`src/rtl/interrupt_controller_pkg.sv`:
```
// Shared constants for the Forth CPU interrupt controller: PC next-address
// select codes, vector addresses and sequencer state encodings.
package interrupt_controller_pkg;

  typedef enum logic [2:0] {
    PC_NEXTX_NEXT  = 3'b000,
    PC_NEXTX_INTV0 = 3'b001,
    PC_NEXTX_INTV1 = 3'b010,
    PC_NEXTX_INTR0 = 3'b011,
    PC_NEXTX_INTR1 = 3'b100
  } pc_nextx_t;

  localparam logic [15:0] INTV0 = 16'h0004;
  localparam logic [15:0] INTV1 = 16'h0008;

  // Encodings double as the IN_SERVICE bits {INT1, INT0}
  typedef enum logic [1:0] {
    INTC_IDLE  = 2'b00,
    INTC_SVC0  = 2'b01,
    INTC_SVC1  = 2'b10,
    INTC_SVC01 = 2'b11
  } intc_state_t;

endpackage

```
`src/rtl/interrupt_controller_irq_edge_detect.sv`:
```
// Per-source request path: optional two-flop synchroniser (INTC_SYNC_EN),
// rising-edge detector and pending latch with acknowledge clear.
module irq_edge_detect (
  input  logic CLK,
  input  logic RESET,
  input  logic IRQ,
  input  logic ACK,
  output logic PENDING
);

  logic irq_s;
  logic hist;
  logic rise;

`ifdef INTC_SYNC_EN
  logic [1:0] sync;

  always_ff @(posedge CLK or posedge RESET) begin
    if (RESET) sync <= '0;
    else       sync <= {sync[0], IRQ};
  end

  assign irq_s = sync[1];
`else
  assign irq_s = IRQ;
`endif

  assign rise = irq_s & ~hist;

  // A new edge on the acknowledge cycle wins over the clear
  always_ff @(posedge CLK or posedge RESET) begin
    if (RESET) begin
      hist    <= 1'b0;
      PENDING <= 1'b0;
    end else begin
      hist    <= irq_s;
      PENDING <= rise | (PENDING & ~ACK);
    end
  end

endmodule

```
`src/rtl/interrupt_controller.sv`:
```
// Interrupt sequencer driving the PC next-address select and return-save
// strobes. Optional IRQ synchronisers enabled by defining INTC_SYNC_EN.
module interrupt_controller
  import interrupt_controller_pkg::*;
(
  input  logic       CLK,
  input  logic       RESET,
  input  logic       FETCH,
  input  logic       PC_ENX,
  input  logic       IRQ0,
  input  logic       IRQ1,
  input  logic       RETI,
  input  logic       IE_SET,
  input  logic       IE_CLR,
  output logic [2:0] PC_NEXTX,
  output logic       PC_LD_INT0X,
  output logic       PC_LD_INT1X,
  output logic [1:0] INT_ACK,
  output logic [1:0] PENDING,
  output logic [1:0] IN_SERVICE,
  output logic       GIE
);

  intc_state_t state, state_nxt;
  logic        commit;
  logic        take0;
  logic        take1;

  irq_edge_detect u_edge0 (
    .CLK     (CLK),
    .RESET   (RESET),
    .IRQ     (IRQ0),
    .ACK     (INT_ACK[0]),
    .PENDING (PENDING[0])
  );

  irq_edge_detect u_edge1 (
    .CLK     (CLK),
    .RESET   (RESET),
    .IRQ     (IRQ1),
    .ACK     (INT_ACK[1]),
    .PENDING (PENDING[1])
  );

  always_ff @(posedge CLK or posedge RESET) begin
    if (RESET)       GIE <= 1'b0;
    else if (IE_CLR) GIE <= 1'b0;
    else if (IE_SET) GIE <= 1'b1;
  end

  always_ff @(posedge CLK or posedge RESET) begin
    if (RESET) state <= INTC_IDLE;
    else       state <= state_nxt;
  end

  assign commit     = FETCH & PC_ENX;
  assign take0      = GIE & PENDING[0] & ((state == INTC_IDLE) | (state == INTC_SVC1));
  assign take1      = GIE & PENDING[1] & ~PENDING[0] & (state == INTC_IDLE);
  assign IN_SERVICE = state;

  // RETI always owns the fetch, so a spurious RETI in IDLE also defers takes
  always_comb begin
    state_nxt   = state;
    PC_NEXTX    = PC_NEXTX_NEXT;
    PC_LD_INT0X = 1'b0;
    PC_LD_INT1X = 1'b0;
    INT_ACK     = '0;
    if (commit) begin
      if (RETI) begin
        unique case (state)
          INTC_SVC0: begin
            PC_NEXTX  = PC_NEXTX_INTR0;
            state_nxt = INTC_IDLE;
          end
          INTC_SVC01: begin
            PC_NEXTX  = PC_NEXTX_INTR0;
            state_nxt = INTC_SVC1;
          end
          INTC_SVC1: begin
            PC_NEXTX  = PC_NEXTX_INTR1;
            state_nxt = INTC_IDLE;
          end
          default: ;
        endcase
      end else if (take0) begin
        PC_NEXTX    = PC_NEXTX_INTV0;
        PC_LD_INT0X = 1'b1;
        INT_ACK[0]  = 1'b1;
        state_nxt   = (state == INTC_SVC1) ? INTC_SVC01 : INTC_SVC0;
      end else if (take1) begin
        PC_NEXTX    = PC_NEXTX_INTV1;
        PC_LD_INT1X = 1'b1;
        INT_ACK[1]  = 1'b1;
        state_nxt   = INTC_SVC1;
      end
    end
  end

endmodule

```
`config.mk`:
```
export PLATFORM = sky130hd
export DESIGN_NAME = interrupt_controller
export DESIGN_NICKNAME = d
export VERILOG_FILES = /design/src/rtl/interrupt_controller_pkg.sv /design/src/rtl/interrupt_controller_irq_edge_detect.sv /design/src/rtl/interrupt_controller.sv
export SDC_FILE = /design/constraint.sdc
export NUM_CORES = 1
export LEC_CHECK = 0
export CAP_MARGIN = 20
export CORE_AREA = 2 2 39 41
export CTS_CLUSTER_SIZE = 8
export DETAILED_ROUTE_END_ITERATION = 8
export DIE_AREA = 0 0 41 43
export GPL_TIMING_DRIVEN = 0
export PLACE_DENSITY = 0.69
export SLEW_MARGIN = 20
export SYNTH_ARGS = -nofsm -noshare
export SYNTH_HDL_FRONTEND = slang
export SYNTH_SLANG_ARGS = --single-unit
```
`constraint.sdc`:
```
create_clock -name CLK -period 1.9 [get_ports CLK]
set_input_delay 0.38 -clock CLK [delete_from_list [all_inputs] [get_ports CLK]]
set_output_delay 0.38 -clock CLK [all_outputs]
set_load 0.005 [all_outputs]
```
Word level (Yosys, flattened, before mapping):

Index checks and enable logic that the tools add are counted.

* flip-flop bits (word level): 7

* equality and inequality tests: 4
* mux-type cells: 21
* bitwise gates (word level): 18
* reductions and logical operators: 6

Operator list (count)
* 2-to-1 mux 2 bit: 8
* AND 1 bit: 10
* 2-to-1 mux 1 bit: 9
* 2-to-1 mux 3 bit: 2
* one-hot mux 3 bit (2 select lines): 1
* NOT 1 bit: 5
* equality test 2 bit, second input constant: 2
* one-hot mux 2 bit (2 select lines): 1
* OR reduction 2 bit: 2
* != test 3 x 2 -> 1 bit, second input constant: 1
* bitwise OR 1 bit: 3
* AND reduction 3 bit: 1
* nonzero test 3 bit: 1
* equality test 2 x 1 -> 1 bit, second input constant: 1
* zero test 2 bit: 1
* nonzero test 2 bit: 1

Longest topological paths before layout:

* word-level depth: 10
* depth in mapped cells: 6
* depth with buffers taken out: 5

By module:

Synthesis repeated with hierarchy kept, for this count alone.

* cells, all modules: 49
* area, all modules: 457.9 µm²

By module, submodules not included
* interrupt_controller: instances 1, cells an instance 37, area each 310.3 µm², seq. area each 75.1 µm²
* irq_edge_detect: instances 2, cells an instance 6, area each 73.8 µm², seq. area each 50.0 µm²

Least setup slack after synthesis:

Ideal clock, no wire load.

* kind: reg2out
* from: register state[0], in the netlist IN_SERVICE[0]
* to: output INT_ACK[0]
* data arrival time: 1386 ps
* data required time: 1520 ps
* slack: 134 ps
* stages on the path, launching flop included: 7
* path buffers: 1
* cell sequence: dfrtp_1 > inv_1 > ha_1 > o211ai_1 > or3_4 > inv_1 > buf_4

* cells in the longest elaborated chain, start to end: 6
* elaborated cells on any way between the ends: 7

RTL lines
* from (decl): line interrupt_controller.sv:24 `intc_state_t state, state_nxt;`
* from (signal assigned): line interrupt_controller.sv:53 `else state <= state_nxt;`
* equality test 2 bit / zero test 2 bit (equally long branches): line interrupt_controller.sv:57 `assign take0 = GIE & PENDING[0] & ((state == INTC_IDLE) | (state == INTC_SVC1));`
* bitwise OR 1 bit *: line interrupt_controller.sv:57
* AND 1 bit *: line interrupt_controller.sv:57
* 2-to-1 mux 1 bit *: line interrupt_controller.sv:85 `end else if (take0) begin`
* 2-to-1 mux 2 bit *: line interrupt_controller.sv:69 `if (RETI) begin`
* 2-to-1 mux 2 bit *: line interrupt_controller.sv:68 `if (commit) begin`
* to (decl): line interrupt_controller.sv:18 `output logic [1:0] INT_ACK,`

Mark *: on every way between the ends. The rest lies on a longest branch, timed or not.

Final worst setup path:

* from: register state[1], in the netlist IN_SERVICE[1]
* to: output INT_ACK[0]

Same word-level chain as after synthesis.

==> key figures <==
Outcome
  • Status: finished with violations
  • Failing checks: setup timing

Global route
  • Number of global-route vias before repair: between 500 and 600
  • Initial antenna violation count: 0
  • Gr busiest metal: met2
  • Congestion Overflow GR: 0
  • Largest net degree at the start of global routing: 8
  • M1 GR Usage: 19.8%
  • First-pass GRT wire length: between 2 and 2.5 mm
  • Total GRT Usage: roughly 17%
  • Met3 Usage GRT: roughly 1.6%
  • Met2 Resource Use GR: 27.5%

Die
  • # rows: 14
  • Width of the die: about 40 microns
  • I/O pin count: 21
  • Chip height: about 43 microns
  • Starting Density: 33.5%
  • Die area: approximately 1800 sq um
  • Area of the core: 1380 sq um

Timing
  • Setup tns final: -0.538 ns
  • Setup Viol. Count Final: 4
  • Unrepaired setup endpoints after global routing: yes
  • Max-slew headroom: 77.8%
  • Post-route clock period utilization: 108%
  • Minimum clock period: 2.06 ns
  • Final Max Slew Viols: 0
  • Final Hold Viols: 0
  • Maximum clock frequency: 0.485 GHz
  • Final hold slack: 0.355 ns
  • Post-Route Skew: roughly 0.0047 ns
  • Worst-Margin Slew: between 0.3 and 0.4 ns
  • PnR worst setup slack: -0.160 ns

Power
  • Static Leak: 0.000431 uW
  • Gate power share: 63.9%
  • Seq pwr share: 21.8%
  • Clock share of power: 14.3%
  • Switching share of total power: 32.9%
  • Sw Pwr: 301 uW
  • Cell internal pwr: 614 uW
  • Power density cells: 1020 nW/um^2
  • Max VDD drop: 0.596 mV

Synth
  • Top_reg_cell synth: dfrtp_1
  • Synth area leaders: dfrtp_1 (38%), ha_1 (14%), buf_4 (6.5%), inv_1 (5.7%), nor2_1 (4.1%)
  • Dominant cell type by area after synthesis: dfrtp_1
  • Number of distinct library cells after synthesis: 22
  • Sequential fraction of the synthesis area: 37.8%
  • Synth Net Count: 65
  • Avg Cell Area, Syn: between 9 and 10 sq um
  • Async SR Flop Fraction: 100%
  • Top-area cell type share of the netlist area: 37.8%
  • Post-synthesis cell count: 51
  • Synthesized flop and latch total: 7
  • Yosys Warn Count: 0
  • Netlist Area Pre-Place: 463 sq um
  • Number of enable flip-flop cells after synthesis: 0
  • Synth top cells by count: dfrtp_1 (7), inv_1 (7), ha_1 (5), nor2_1 (5), buf_4 (4)

Clocking
  • Skew-Pair Late Insertion Delay: 0.24 ns
  • Clock sinks: 7
  • H-Tree Depth: 1
  • TritonCTS Buffers: 3
  • CTS root buf: clkbuf_4
  • Clk buf depth: 2
  • Clock-pin slew on the worst setup and hold paths: ~0.05 ns
  • TritonCTS clock tree: done
  • Hold-fix buffers, CTS: 0

Worst setup path
  • Worst Path Arrival: 1.68 ns
  • Crit path max fanout: 3
  • Setup crit start kind: flop
  • CP Capture Type: output port
  • Crit Path Class: flop to output port
  • CP required: 1.52 ns

Finish
  • Layout net count: approximately 110
  • ANT cells: 0
  • Fillcell total: 116
  • Fin cells: ~110
  • Layout cells sized above 1: 44.0%
  • Synth-to-Final Area Change: 93.0%

Hold path
  • Worst hold path type: input port to async pin

Detailed routing
  • # DRC: 0
  • Vias: 518
  • Wire per inst: between 10 and 15 microns
  • ANT nets after route: 0
  • Via/cell ratio: between 4 and 5
  • WL final: ~1.2 mm
  • First-pass DRT Iterations: 4
  • Initial detailed-routing violation count: 4

Job
  • Maxcap violations: 0

Placed design
  • GPL Wtd Cong: 0.714
  • Post-DP HPWL: roughly 730 microns
  • I/O Buffers: 20
  • Placed Cells: a little under 90
[cell usage in the layout, fill, tap and decap left out, types with 2 or more instances in the layout]
cell type,count
buf_4,13
a21oi_1,2
clkdlybuf4s50_1,12
buf_6,10
o211ai_1,2
clkbuf_4,3
nand2_1,2
ha_4,3
dfrtp_1,7
buf_2,3
inv_1,4
nor2_1,5
nand4b_1,2
o21ai_0,2
inv_2,4
ha_1,2
[final timing paths]
path                       slack (ns)  cells after the start           from         endpoint
setup / recovery                -0.16                      8  IN_SERVICE[1]       INT_ACK[0]
hold / removal                   0.35                      2          RESET     u_edge1.hist
setup reg to reg                 0.26                      7  IN_SERVICE[1]  u_edge0.PENDING
hold reg to reg                  0.43                      1   u_edge1.hist  u_edge1.PENDING
max in group asynchronous        1.34                      2          RESET    IN_SERVICE[0]
min in group CLK                 0.43                      1   u_edge1.hist  u_edge1.PENDING
[power groups by stage]
| stage | combinational [uW] | sequential, uW | clock (uW) |
|---|---|---|---|
| global route | 633 | 203 | 145 |
| CTS | 543 | 198 | 133 |
| finish | 584 | 200 | 131 |
| detailed placement | 271 | 209 | 0 |
| floorplan | 157 | 206 | 0 |
| global placement | 267 | 208 | 0 |
[flip-flops by register name, indices dropped and copies added, names as in the netlist]
register         count
IN_SERVICE           2
GIE                  1
u_edge0.PENDING      1
u_edge0.hist         1
u_edge1.PENDING      1
u_edge1.hist         1
[timing repair]
action	4_1_cts	5_1_grt
setup endpoints to repair	7	7
endpoints found under the hold margin	0	0
gates resized for setup	47	2
pin swaps	9	4
buffers inserted	16	1
[layer usage]
layer | wire, microns | up-vias
met5 | 0 | -
met1 | 531 | 248
met4 | 8 | 0
met3 | 56 | 2
li1 | - | 251
met2 | 640 | 17
[critical path, cell delays in order, from the launching register on]
cell and delay (ns):
dfrtp_1 0.40, inv_2 0.10, ha_4 0.15, buf_6 0.09, o211ai_1 0.10, or3_4 0.36
inv_2 0.07, buf_6 0.08, buf_6 0.08
[stage by stage]
stage | total power (uW) | setup slack [ns] | utilization [%] | area, sq um
5_1_grt | 980 | -0.220 | 64.6 | 893
4_1_cts | 874 | -0.144 | 64.2 | 888
3_3_place_gp | 475 | -0.575 | 49.4 | 683
3_5_place_dp | 479 | -0.553 | 49.4 | 683
6_report | 915 | -0.160 | 64.6 | 893
2_1_floorplan | 363 | 0.134 | - | 463
[kinds of logic (layout without fill, tap and decap cells)]
| group | count (synthesis) | count (layout) | share of synthesized area [%] |
|---|---|---|---|
| fa+ha+maj | 5 | 5 | 13.5 |
| flops | 7 | 7 | 37.8 |
| compound gates | 10 | 10 | 14.6 |
| buf+inv | 12 | 52 | 13.0 |
| simple gates | 17 | 17 | 21.1 |
[layout make-up]
| class | count | area, sq um | area share (%) |
|---|---|---|---|
| buffer | 3 | 26.3 | 2.94 |
| clock buffer | 4 | 26.3 | 2.94 |
| inverter | 8 | 30.0 | 3.36 |
| multi-input combinational | 32 | 278 | 31.1 |
| sequential | 7 | 175 | 19.6 |
| tap | 16 | 20.0 | 2.24 |
| timing repair buffer | 37 | 338 | 37.8 |
(Power assumes the default switching activity.)
